<file path="src/rtl/alu_writeback_queue.sv">
// In-order writeback queue between the ALU output mux and the register-file write port; retiring entries commit masked flags to the CCR.
// Latency: an entry pushed at edge k is presented on o_wb_* in cycle k+1; CCR/SV update the cycle after the retiring edge.
// Backpressure: o_in_ready drops when full (registered state only); entries hold at the head while i_wb_ready is low.
// Optional feature: define STICKY_OVF_EN to build the sticky-overflow bit (o_sv, cleared by i_clr_sv).
module alu_writeback_queue #(
  parameter int DEPTH  = 2,
  parameter int ADDR_W = 3,
  localparam int CNT_W = $clog2(DEPTH) + 1
) (
  input  logic              i_clk,
  input  logic              i_rst_n,
  input  logic              i_in_valid,
  output logic              o_in_ready,
  input  logic [7:0]        i_din,
  input  logic              i_c,
  input  logic              i_n,
  input  logic              i_v,
  input  logic              i_z,
  input  logic [3:0]        i_flag_mask,
  input  logic [ADDR_W-1:0] i_dest,
  input  logic              i_flush,
  output logic              o_wb_valid,
  input  logic              i_wb_ready,
  output logic [7:0]        o_wb_data,
  output logic [ADDR_W-1:0] o_wb_addr,
  output logic [3:0]        o_ccr,
  output logic [CNT_W-1:0]  o_count,
  input  logic              i_clr_sv,
  output logic              o_sv
);

  localparam int PTR_W = $clog2(DEPTH);

  // Flag nibble order matches the CCR: bit0=C, bit1=N, bit2=V, bit3=Z.
  typedef struct packed {
    logic [7:0]        data;
    logic [3:0]        flags;
    logic [3:0]        mask;
    logic [ADDR_W-1:0] dest;
  } entry_t;

  entry_t             r_mem [DEPTH];
  logic [PTR_W-1:0]   r_wr_ptr;
  logic [PTR_W-1:0]   r_rd_ptr;
  logic [CNT_W-1:0]   r_count;
  logic [3:0]         r_ccr;

  entry_t             w_in_entry;
  entry_t             w_head;
  logic               w_in_ready;
  logic               w_wb_valid;
  logic               w_push;
  logic               w_pop;

  // Ready/valid derive from the registered count only, so no combinational
  // path exists from i_wb_ready to o_in_ready or from i_in_valid to o_wb_valid.
  assign w_in_ready = (r_count < CNT_W'(DEPTH));
  assign w_wb_valid = (r_count != '0);

  // Flush wins over both transfers; nothing retires in a flush cycle.
  assign w_push = i_in_valid && w_in_ready && !i_flush;
  assign w_pop  = w_wb_valid && i_wb_ready && !i_flush;

  assign w_in_entry = '{data: i_din, flags: {i_z, i_v, i_n, i_c}, mask: i_flag_mask, dest: i_dest};
  assign w_head     = r_mem[r_rd_ptr];

  assign o_in_ready = w_in_ready;
  assign o_wb_valid = w_wb_valid;
  // Empty queue presents zeros rather than stale or uninitialised storage.
  assign o_wb_data  = w_wb_valid ? w_head.data : 8'h00;
  assign o_wb_addr  = w_wb_valid ? w_head.dest : '0;
  assign o_ccr      = r_ccr;
  assign o_count    = r_count;

  // Entry storage: payload only, validity is tracked by the count/pointers.
  always_ff @(posedge i_clk) begin
    if (w_push) begin
      r_mem[r_wr_ptr] <= w_in_entry;
    end
  end

  // Pointers and occupancy; power-of-two depth lets the pointers wrap naturally.
  always_ff @(posedge i_clk or negedge i_rst_n) begin
    if (!i_rst_n) begin
      r_wr_ptr <= '0;
      r_rd_ptr <= '0;
      r_count  <= '0;
    end else if (i_flush) begin
      r_wr_ptr <= '0;
      r_rd_ptr <= '0;
      r_count  <= '0;
    end else begin
      if (w_push) begin
        r_wr_ptr <= r_wr_ptr + 1'b1;
      end
      if (w_pop) begin
        r_rd_ptr <= r_rd_ptr + 1'b1;
      end
      case ({w_push, w_pop})
        2'b10:   r_count <= r_count + CNT_W'(1);
        2'b01:   r_count <= r_count - CNT_W'(1);
        default: r_count <= r_count;
      endcase
    end
  end

  // CCR commits only the masked flags of the retiring entry.
  always_ff @(posedge i_clk or negedge i_rst_n) begin
    if (!i_rst_n) begin
      r_ccr <= 4'b0000;
    end else if (w_pop) begin
      r_ccr <= (r_ccr & ~w_head.mask) | (w_head.flags & w_head.mask);
    end
  end

`ifdef STICKY_OVF_EN
  logic r_sv;

  // Sticky overflow: a retiring masked V=1 sets it, and setting beats clearing.
  always_ff @(posedge i_clk or negedge i_rst_n) begin
    if (!i_rst_n) begin
      r_sv <= 1'b0;
    end else if (w_pop && w_head.mask[2] && w_head.flags[2]) begin
      r_sv <= 1'b1;
    end else if (i_clr_sv) begin
      r_sv <= 1'b0;
    end
  end

  assign o_sv = r_sv;
`else
  logic w_unused_clr_sv;

  assign w_unused_clr_sv = i_clr_sv;
  assign o_sv            = 1'b0;
`endif

endmodule
</file>
<file path="config.mk">
export PLATFORM = sky130hd
export DESIGN_NAME = alu_writeback_queue
export DESIGN_NICKNAME = d
export VERILOG_FILES = /design/src/rtl/alu_writeback_queue.sv
export SDC_FILE = /design/constraint.sdc
export NUM_CORES = 1
export LEC_CHECK = 0
export CORE_MARGIN = 2
export CORE_UTILIZATION = 43
export CTS_CLUSTER_SIZE = 16
export DETAILED_ROUTE_END_ITERATION = 8
export GPL_ROUTABILITY_DRIVEN = 0
export PLACE_DENSITY_LB_ADDON = 0.25
export SETUP_SLACK_MARGIN = 0.3
export SLEW_MARGIN = 15
export SYNTH_ARGS = -nofsm -noshare
export SYNTH_HDL_FRONTEND = slang
export SYNTH_SLANG_ARGS = --single-unit
</file>
<file path="constraint.sdc">
create_clock -name i_clk -period 2.3 [get_ports i_clk]
set_input_delay 0.23 -clock i_clk [delete_from_list [all_inputs] [get_ports i_clk]]
set_output_delay 0.23 -clock i_clk [all_outputs]
set_load 0.005 [all_outputs]
</file>
==> impl_summary.log <==
INFO  metric clock_tree.root_cell = clkbuf_8
INFO  metric layout.nets = 185
INFO  metric vias = 1025
INFO  metric track_usage = 14.33%
INFO  metric worst_clock_skew = 0.004361 ns
INFO  metric rsz0062_at_grt = false
INFO  metric finalHoldViolCount = 0
INFO  metric worst_r2r_startpoint = o_count[1]
INFO  metric switching_share = 20.59%
INFO  metric ir_worst_vdd = 0.5215 mV
INFO  metric seq_area_frac_synth = 75.02%
INFO  metric avgViaCountPerCell = 4.858
INFO  metric routedWlPerCell = 14.19 um
INFO  metric grt_start_max_net_pins = 15
INFO  metric worstSetupEndpointType = primary output
INFO  metric number_of_global_route_vias_before_repair = 1017
INFO  metric setup_viol = 0
INFO  metric dieArea = 4690 um^2
INFO  metric rrSetupSlack = 0.85 ns
INFO  metric post-route-period-util = 82.34%
INFO  metric top_level_ports = 45
INFO  metric mostFrequentLayoutCell = clkdlybuf4s50_1
INFO  metric yosys_warnings = 0
INFO  metric antenna_cells_inserted = 0
INFO  metric grt-ovfl-total = 0
INFO  metric clock_transition_at_the_registers_of_the_reported_paths = 0.08 ns
INFO  metric synthTopCellsByArea = edfxtp_1 (64%), dfrtp_1 (11%), mux2i_1 (11%)
INFO  metric route.antenna.remaining_nets = 0
INFO  metric cts_buffers = 5
INFO  metric reg2reg_depth = 3
INFO  metric area.growth.synth_to_final = 34.92%
INFO  metric grt_first_pass_wirelength = 4.698 mm
INFO  metric syn_inst = 109
INFO  metric power_report.internal_total = 1.428 mW
INFO  metric power_total = 1.798 mW
INFO  metric drt_drc = 0
INFO  metric synth.ff_latch_count = 46
INFO  metric comb_power_share = 13.4%
INFO  metric timing.max_cap.violations = 0
INFO  metric syn_area = 1788 um^2
INFO  metric p_switching = 370.2 uW
INFO  metric syn-num-nets = 134
INFO  metric worstPathMaxFanout = 14
INFO  metric cts_max_level = 2
INFO  metric placedCellCount = 203
INFO  metric dp_hpwl = 2.167 mm
INFO  metric timing.setup.critical_path_class = flop to primary output
INFO  metric cp_data_required_time = 2.07 ns
INFO  metric drive_above_1_share = 12.42%
INFO  metric layout.cells.most_common_list = clkdlybuf4s50_1 (42), edfxtp_1 (38), mux2i_1 (19)
INFO  metric syn-mean-instance-area = 16.40 um^2
INFO  metric cts_tree = done
INFO  metric fp.dieW = 68.49 um
INFO  metric critPathArrivalTime = 1.66 ns
INFO  metric post-synth-top-area-fraction = 63.82%
INFO  metric core = 4000 um^2
INFO  metric whs = 0.2042 ns
INFO  metric yosys.cell_types.count = 21
INFO  metric p_seq_share = 55.1%
INFO  metric rr_endpoint = r_mem[1][8]
INFO  metric wl = 2.994 mm
INFO  metric ctsLongestPathBuffers = 2
INFO  metric post-route-min-period = 1.894 ns
INFO  metric power.share.clock = 31.5%
INFO  metric initial_utilization = 44.70%
INFO  metric detailedRoute.firstPassIterationCount = 4
INFO  metric clock-sinks = 46
INFO  metric io_buffer_count = 42
INFO  metric clkLatencyLatePin = 0.29 ns
INFO  metric max_clock_freq = 528.0 MHz
INFO  metric core_rows = 23
INFO  metric static-leakage-power = 0.8322 nW
INFO  metric result_of_the_run = finished, final reports clean
INFO  metric grt_antenna_before_repair = 0
INFO  metric tns = 0 ns
INFO  metric drtIter0Drc = 22
INFO  metric layout.cells.non_filler = 211
INFO  metric die_h = 68.49 um
INFO  metric yosys.area.top_type = edfxtp_1
INFO  metric drv_slew = 0
INFO  metric post_cts.repair.setup_buffers = 0
INFO  metric startpoint_type = flop
INFO  metric hold_path_class = input pin to async pin
INFO  metric power.density = 745.4 nW/um^2
INFO  metric post_cts_hold_buffer_count = 0
-- cell usage after synthesis --
master and n:
a21oi_1 2, buf_4 2, buf_6 1, clkbuf_1 2, conb_1 1, dfrtp_1 8
edfxtp_1 38, inv_1 2, mux2_2 1, mux2i_1 19, nand2_1 1, nand2b_1 2
nor2_1 14, nor2b_1 2, nor3_1 1, nor3b_1 1, o21ai_0 1, o21ai_2 1
o31ai_1 4, o41ai_1 4, xor2_1 2
-- state kept, by name, indices dropped and copies added, names as in the netlist, named ones only --
register	cells
o_count	2
r_rd_ptr	1
r_wr_ptr	1
r_mem	38
-- per-layer routing --
metal	global-route usage (%)	up-vias	wire length (um)
met3	3.454	5	141
met1	17.42	485	1246
met5	0	-	0
met4	7.500	0	54
met2	23.56	26	1552
li1	-	509	-
-- worst max path at each step --
stage,from,to,slack [ns],depth (start not counted)
2_1_floorplan,o_count[1],r_mem[1][0],0.39,2
3_3_place_gp,r_rd_ptr,o_wb_data[4],0.42,3
3_5_place_dp,r_rd_ptr,o_wb_addr[1],0.43,3
4_1_cts,r_rd_ptr,o_wb_data[4],0.36,3
5_1_grt,r_rd_ptr,o_wb_addr[0],0.30,3
6_report,r_rd_ptr,o_wb_data[4],0.41,3
-- through the flow --
step                instance area [um^2]  setup WS (ns)  util [%]
floorplan                           1798         0.3886         -
global placement                    2300         0.4210     57.49
detailed placement                  2300         0.4253     57.49
CTS                                 2410         0.3563     60.24
global route                        2412         0.3048     60.31
finish                              2412         0.4062     60.31
-- layout make-up --
cell class | instances | area (um^2)
fillers | 298 | 1588
flip-flops and latches | 46 | 1345
inverters | 2 | 7.507
repair buffers | 49 | 473.0
clock inverters | 3 | 40.04
clock buffers | 5 | 68.82
multi-input cells | 56 | 415.4
well taps | 50 | 62.56
-- power by group through the flow --
| stage | combinational, mW | clock [mW] | sequential [mW] |
|---|---|---|---|
| 2_1_floorplan | 0.105 | 0 | 0.998 |
| 3_3_place_gp | 0.237 | 0 | 1.01 |
| 3_5_place_dp | 0.245 | 0 | 1.01 |
| 4_1_cts | 0.245 | 0.585 | 0.991 |
| 5_1_grt | 0.264 | 0.623 | 0.997 |
| 6_report | 0.241 | 0.566 | 0.991 |
-- cell families after synthesis --
| group | Yosys count | synth area share (%) |
|---|---|---|
| DFF | 46 | 75.02 |
| muxes | 20 | 11.27 |
| other | 1 | 0.2097 |
| buffers and inverters | 7 | 2.309 |
| AOI/OAI and AO/OA | 12 | 4.968 |
| and+or+nand+nor | 21 | 5.248 |
| xor gates and xnor gates | 2 | 0.9799 |
-- worst max-delay path: stages, from the launching register on --
cell	delay, ns
dfrtp_4	0.60
mux2i_1	0.15
nor2_1	0.11
clkdlybuf4s50_1	0.51
-- repair_timing --
item | CTS | global route
pin swaps | 0 | 0
setup endpoints to repair | 11 | 8
resized for setup | 1 | 1
Note: power is estimated with default switching activity, not from simulation.
==> patch 1: new RTL, config.mk and constraints unchanged <==
Put one more register stage on the output `o_count`. The value now appears one clock later. The other outputs are not delayed to match.
--- a/src/rtl/alu_writeback_queue.sv
+++ b/src/rtl/alu_writeback_queue.sv
@@ -71,5 +71,7 @@
   assign o_wb_addr  = w_wb_valid ? w_head.dest : '0;
   assign o_ccr      = r_ccr;
-  assign o_count    = r_count;
+  always_ff @(posedge i_clk) begin
+    o_count <= r_count;
+  end
 
   // Entry storage: payload only, validity is tracked by the count/pointers.
Function: changed (Yosys sat finds a counterexample within 4 cycles, from zero or initial values and one cycle with i_rst_n low).
==> patch 1 against the original RTL <==
Synthesized cell count grew 1.8%; synthesized area increased by 2.2%; critical path depth rose by 1; clock power shrank 21%; wire length rose by 1.1%; sequential cell count grew 2; total power is 4.4% lower; setup slack lost 0.0052 ns; final area rose by 0.57%; critical endpoint is now o_wb_data[1].
==> patch 1: results (changes against the original RTL) <==
status=complete, no violations (unchanged); launching point of the worst reg2reg path=r_count[1]$_DFFE_PN0P_ (was o_count[1]$_DFFE_PN0P_); cell count after placement=204 (was 203); compound-cell area share of the yosys netlist=4.86% (was 4.97%); net load switching power=366 uW (was 370 uW); synthesized netlist net count=136 (was 134); detailed router's first-iteration violation count=23 (was 22); Met1 Routed Length=1240 um (was 1250 um); total global-route track usage=13.4% (was 14.3%); main area contributors after synthesis=sky130_fd_sc_hd__edfxtp_1, sky130_fd_sc_hd__dfrtp_1, sky130_fd_sc_hd__mux2i_1, sky130_fd_sc_hd__nor2_1, sky130_fd_sc_hd__dfxtp_1 (was sky130_fd_sc_hd__edfxtp_1, sky130_fd_sc_hd__dfrtp_1, sky130_fd_sc_hd__mux2i_1, sky130_fd_sc_hd__nor2_1, sky130_fd_sc_hd__o41ai_1); Avg Synthesized Cell Area=16.5 um^2 (was 16.4 um^2); global-route track usage on met3=5.23% (was 3.45%); mux cell area share after synthesis=11.0% (was 11.3%); Total Nets Final=188 (was 185); met2 track utilization from global routing=23.7% (was 23.6%); detailed-route vias per instance=4.92 (was 4.86); r2r setup slk=0.65 ns (was 0.85 ns); Total Routed Length=3030 um (was 2990 um); post-synthesis xor/xnor area fraction=0.958% (was 0.980%); met2 wire len=1600 um (was 1550 um); fraction of layout cells with a size suffix above 1=11.7% (was 12.4%); maximum number of pins on one net before global-route repair=18 (was 15); leakage power summed over all cells=0.000837 uW (was 0.000832 uW); post-synthesis async set-or-reset flop share=16.7% (was 17.4%); cell with the biggest individual delay on the critical path=sky130_fd_sc_hd__clkdlybuf4s50_1 (was sky130_fd_sc_hd__dfrtp_4); wire length of the first global-routing pass=4840 um (was 4700 um); count of unique library cells instantiated by Yosys=22 (was 21); peak supply drop=0.000422 V (was 0.000521 V); met3 routed wirelength=163 um (was 141 um); top cell family by delay on the critical path=buffers and inverters (was flip-flops); met1 GRT Util=14.4% (was 17.4%); biggest cell delay along the critical path=0.53 ns (was 0.60 ns); top fanout value on the critical path=7 (was 14)
-- patch 1: worst reg2reg max path, cell delays in order (launching register included) --
cell,delay (ns)
sky130_fd_sc_hd__dfrtp_1,0.45
sky130_fd_sc_hd__nand2b_1,0.26
sky130_fd_sc_hd__nor3b_2,0.32
sky130_fd_sc_hd__buf_4,0.31
-- patch 1: per-stage QoR --
stage	power (uW)	worst slack, ns	hold slack [ns]	instance area, um^2	utilization, %
3_3_place_gp	1280	0.502	0.428	2330	57.5
2_1_floorplan	1140	0.408	-0.0656	1840	-
6_report	1720	0.401	0.227	2430	59.8
3_5_place_dp	1290	0.434	0.451	2330	57.5
5_1_grt	1800	0.300	0.245	2430	59.8
4_1_cts	1740	0.302	0.240	2410	59.4
-- patch 1: power by group through the flow --
stage	logic (uW)	clock network [uW]	registers (uW)
after floorplan	105	0	1040
after global placement	243	0	1040
after detailed placement	253	0	1040
after CTS	254	465	1020
after global routing	280	496	1020
final	256	446	1020
-- patch 1: path summary, 6_finish.rpt --
kind | endpoint | cells past startpoint
max | o_wb_data[1] | 4
min | asynchronous set/reset pin | 1
max reg2reg | r_mem[1][0]$_DFFE_PP_ | 3
min reg2reg | o_count[0]$_DFF_P_ | 0
max in group asynchronous | r_rd_ptr$_DFFE_PN0P_ | 1
min in group i_clk | o_count[0]$_DFF_P_ | 0
-- patch 1: cell type report --
| class | instances | area [um^2] |
|---|---|---|
| multi-input cells | 56 | 415 |
| inverters | 2 | 7.51 |
| repair buffers | 50 | 480 |
| clock inverters | 1 | 5.00 |
| clock buffers | 6 | 72.6 |
| well taps | 50 | 62.6 |
| fillers | 303 | 1630 |
| flip-flops and latches | 48 | 1380 |
==> patch 2: new RTL, config.mk and constraints unchanged <==
Without the edit above. `ADDR_W`: 3 -> 2.
--- a/src/rtl/alu_writeback_queue.sv
+++ b/src/rtl/alu_writeback_queue.sv
@@ -5,5 +5,5 @@
 module alu_writeback_queue #(
   parameter int DEPTH  = 2,
-  parameter int ADDR_W = 3,
+  parameter int ADDR_W = 2,
   localparam int CNT_W = $clog2(DEPTH) + 1
 ) (
Ports: changed (resized i_dest and o_wb_addr); port bits go from 45 to 43. The function was not compared with the original's and may differ.
==> patch 2 against the original RTL <==
Final area shrank 5.3%; global-route usage up 0.21 points; highest routed layer unchanged; via count shrank 2.1%; setup slack improved by 0.041 ns; total power down 9.8%; wire length decreased by 3.8%; critical endpoint is now o_wb_data[0]; sequential cell count is 2 lower; synthesized cell count fell by 3.7%; count of clock-buffer cells in the layout rose by 2; clock skew is 0.0011 ns lower; core utilization increased by 0.72 points; synthesized area decreased by 4.1%.
==> patch 2: results (changes against the original RTL) <==
r2r setup slk=0.84 ns; routed length per placed instance=14.2 um (about the same); met1 GRT Util=17.9% (was 17.4%); leakage power summed over all cells=0.000784 uW (was 0.000832 uW); Total Nets Final=178 (was 185); met2 wire len=1470 um (was 1550 um); port bufs=40 (was 42); Post-DP HPWL=2110 um (was 2170 um); number of flip-flops under the largest register name=36 (was 38); count of unique library cells instantiated by Yosys=21 (unchanged); Clock Root Buffer=sky130_fd_sc_hd__clkbuf_8 (unchanged); main area contributors after synthesis=sky130_fd_sc_hd__edfxtp_1, sky130_fd_sc_hd__dfrtp_1, sky130_fd_sc_hd__mux2i_1, sky130_fd_sc_hd__nor2_1, sky130_fd_sc_hd__o41ai_1 (unchanged); peak supply drop=0.000431 V (was 0.000521 V); part of the Yosys area used for sequential elements=74.7% (was 75.0%); clock skew after layout=0.00330 ns (was 0.00436 ns); CP Launch Point=r_rd_ptr$_DFFE_PN0P_ (unchanged); post-cts sizing count=1 (unchanged); synthesized netlist net count=129 (was 134); post-CTS clock slew at the launch and capture registers of the worst setup and hold paths=0.07 ns; launching point of the worst reg2reg path=o_count[1]$_DFFE_PN0P_ (unchanged); Fillers=318 (was 298); fraction of layout cells with a size suffix above 1=11.0% (was 12.4%); antenna cell count=0 (unchanged); wire length of the first global-routing pass=4710 um (was 4700 um); met2 track utilization from global routing=24.5% (was 23.6%); total global-route track usage=14.5% (was 14.3%); Most flops, register=r_mem (unchanged); most common library cells after synthesis=sky130_fd_sc_hd__edfxtp_1, sky130_fd_sc_hd__mux2i_1, sky130_fd_sc_hd__nor2_1 (unchanged); EDFF count, synth=36 (was 38); data arrival time at the worst-slack endpoint=1.62 ns (was 1.66 ns); maximum root-to-sink buffer count=2 (unchanged); Hold/Removal Path Class=in2async (unchanged); primary flip-flop cell chosen by synthesis mapping=sky130_fd_sc_hd__edfxtp_1 (unchanged); status=complete, no violations (unchanged); CP endpoint=o_wb_data[0] (was o_wb_data[4]); post-CTS setup buffer count=0 (unchanged); top fanout value on the critical path=11 (was 14); initial antenna violation count=0 (unchanged); met3 routed wirelength=173 um (was 141 um); worst r2r path cells=3 (unchanged); maximum number of pins on one net before global-route repair=13 (was 15); uppermost layer routed=met4 (unchanged); count of vias placed by the detailed router=1003 (was 1025); endpoint of the lowest-slack register-to-register path=r_mem[1][8]$_DFFE_PP_ (unchanged); worst-skew pair later-pin latency=0.29 ns (about the same); global-route track usage on met3=4.67% (was 3.45%); detailed router's first-iteration violation count=30 (was 22); detailed-router iteration count before antenna repair=4 (unchanged); cts bufs inserted=5 (unchanged); Met1 Routed Length=1190 um (was 1250 um); total of endpoints with negative setup slack in the final report=0 (unchanged); post-synthesis async set-or-reset flop share=18.2% (was 17.4%); H-tree depth reported by CTS=2 (unchanged)
patch 2: cell count changes after synthesis:
cell	change
sky130_fd_sc_hd__nor2_1	-1
sky130_fd_sc_hd__mux2i_1	-1
sky130_fd_sc_hd__edfxtp_1	-2
patch 2: power by group:
group / internal (uW) / switching, uW
sequential: 917 / 30.3
combinational: 145 / 90.5
clock: 211 / 229
patch 2: cell type report:
class	count	area [um^2]	share of cell area, %
clock buffer	7	76.3	3.34
timing repair buffer	47	453	19.8
tap	48	60.1	2.63
inverter	2	7.51	0.329
sequential	44	1280	56.1
clock inverter	1	3.75	0.164
multi-input combinational	54	402	17.6
patch 2: critical path, stage by stage (launching register included):
cell and delay (ns):
sky130_fd_sc_hd__dfrtp_2 0.57, sky130_fd_sc_hd__mux2i_1 0.13, sky130_fd_sc_hd__nor2_1 0.11, sky130_fd_sc_hd__clkdlybuf4s50_1 0.52
patch 2: cell families (layout without fill, tap and decap cells):
logic type	count (synthesis)	in the layout	share of synthesized area, %
DFF	44	44	74.7
and+or+nand+nor	20	20	5.26
muxes	19	19	11.2
AOI/OAI and AO/OA	12	12	5.18
buffers and inverters	7	57	2.41
xor gates and xnor gates	2	2	1.02
other	1	1	0.219
patch 2: through the flow:
step	setup slack, ns	util [%]	instances	hold slack [ns]	instance area, um^2
floorplan	0.428	-	105	-0.0656	1720
global placement	0.567	58.9	195	0.479	2200
detailed placement	0.537	58.9	195	0.502	2200
CTS	0.419	61.0	203	0.236	2280
global route	0.313	61.0	203	0.249	2280
finish	0.447	61.0	203	0.223	2280
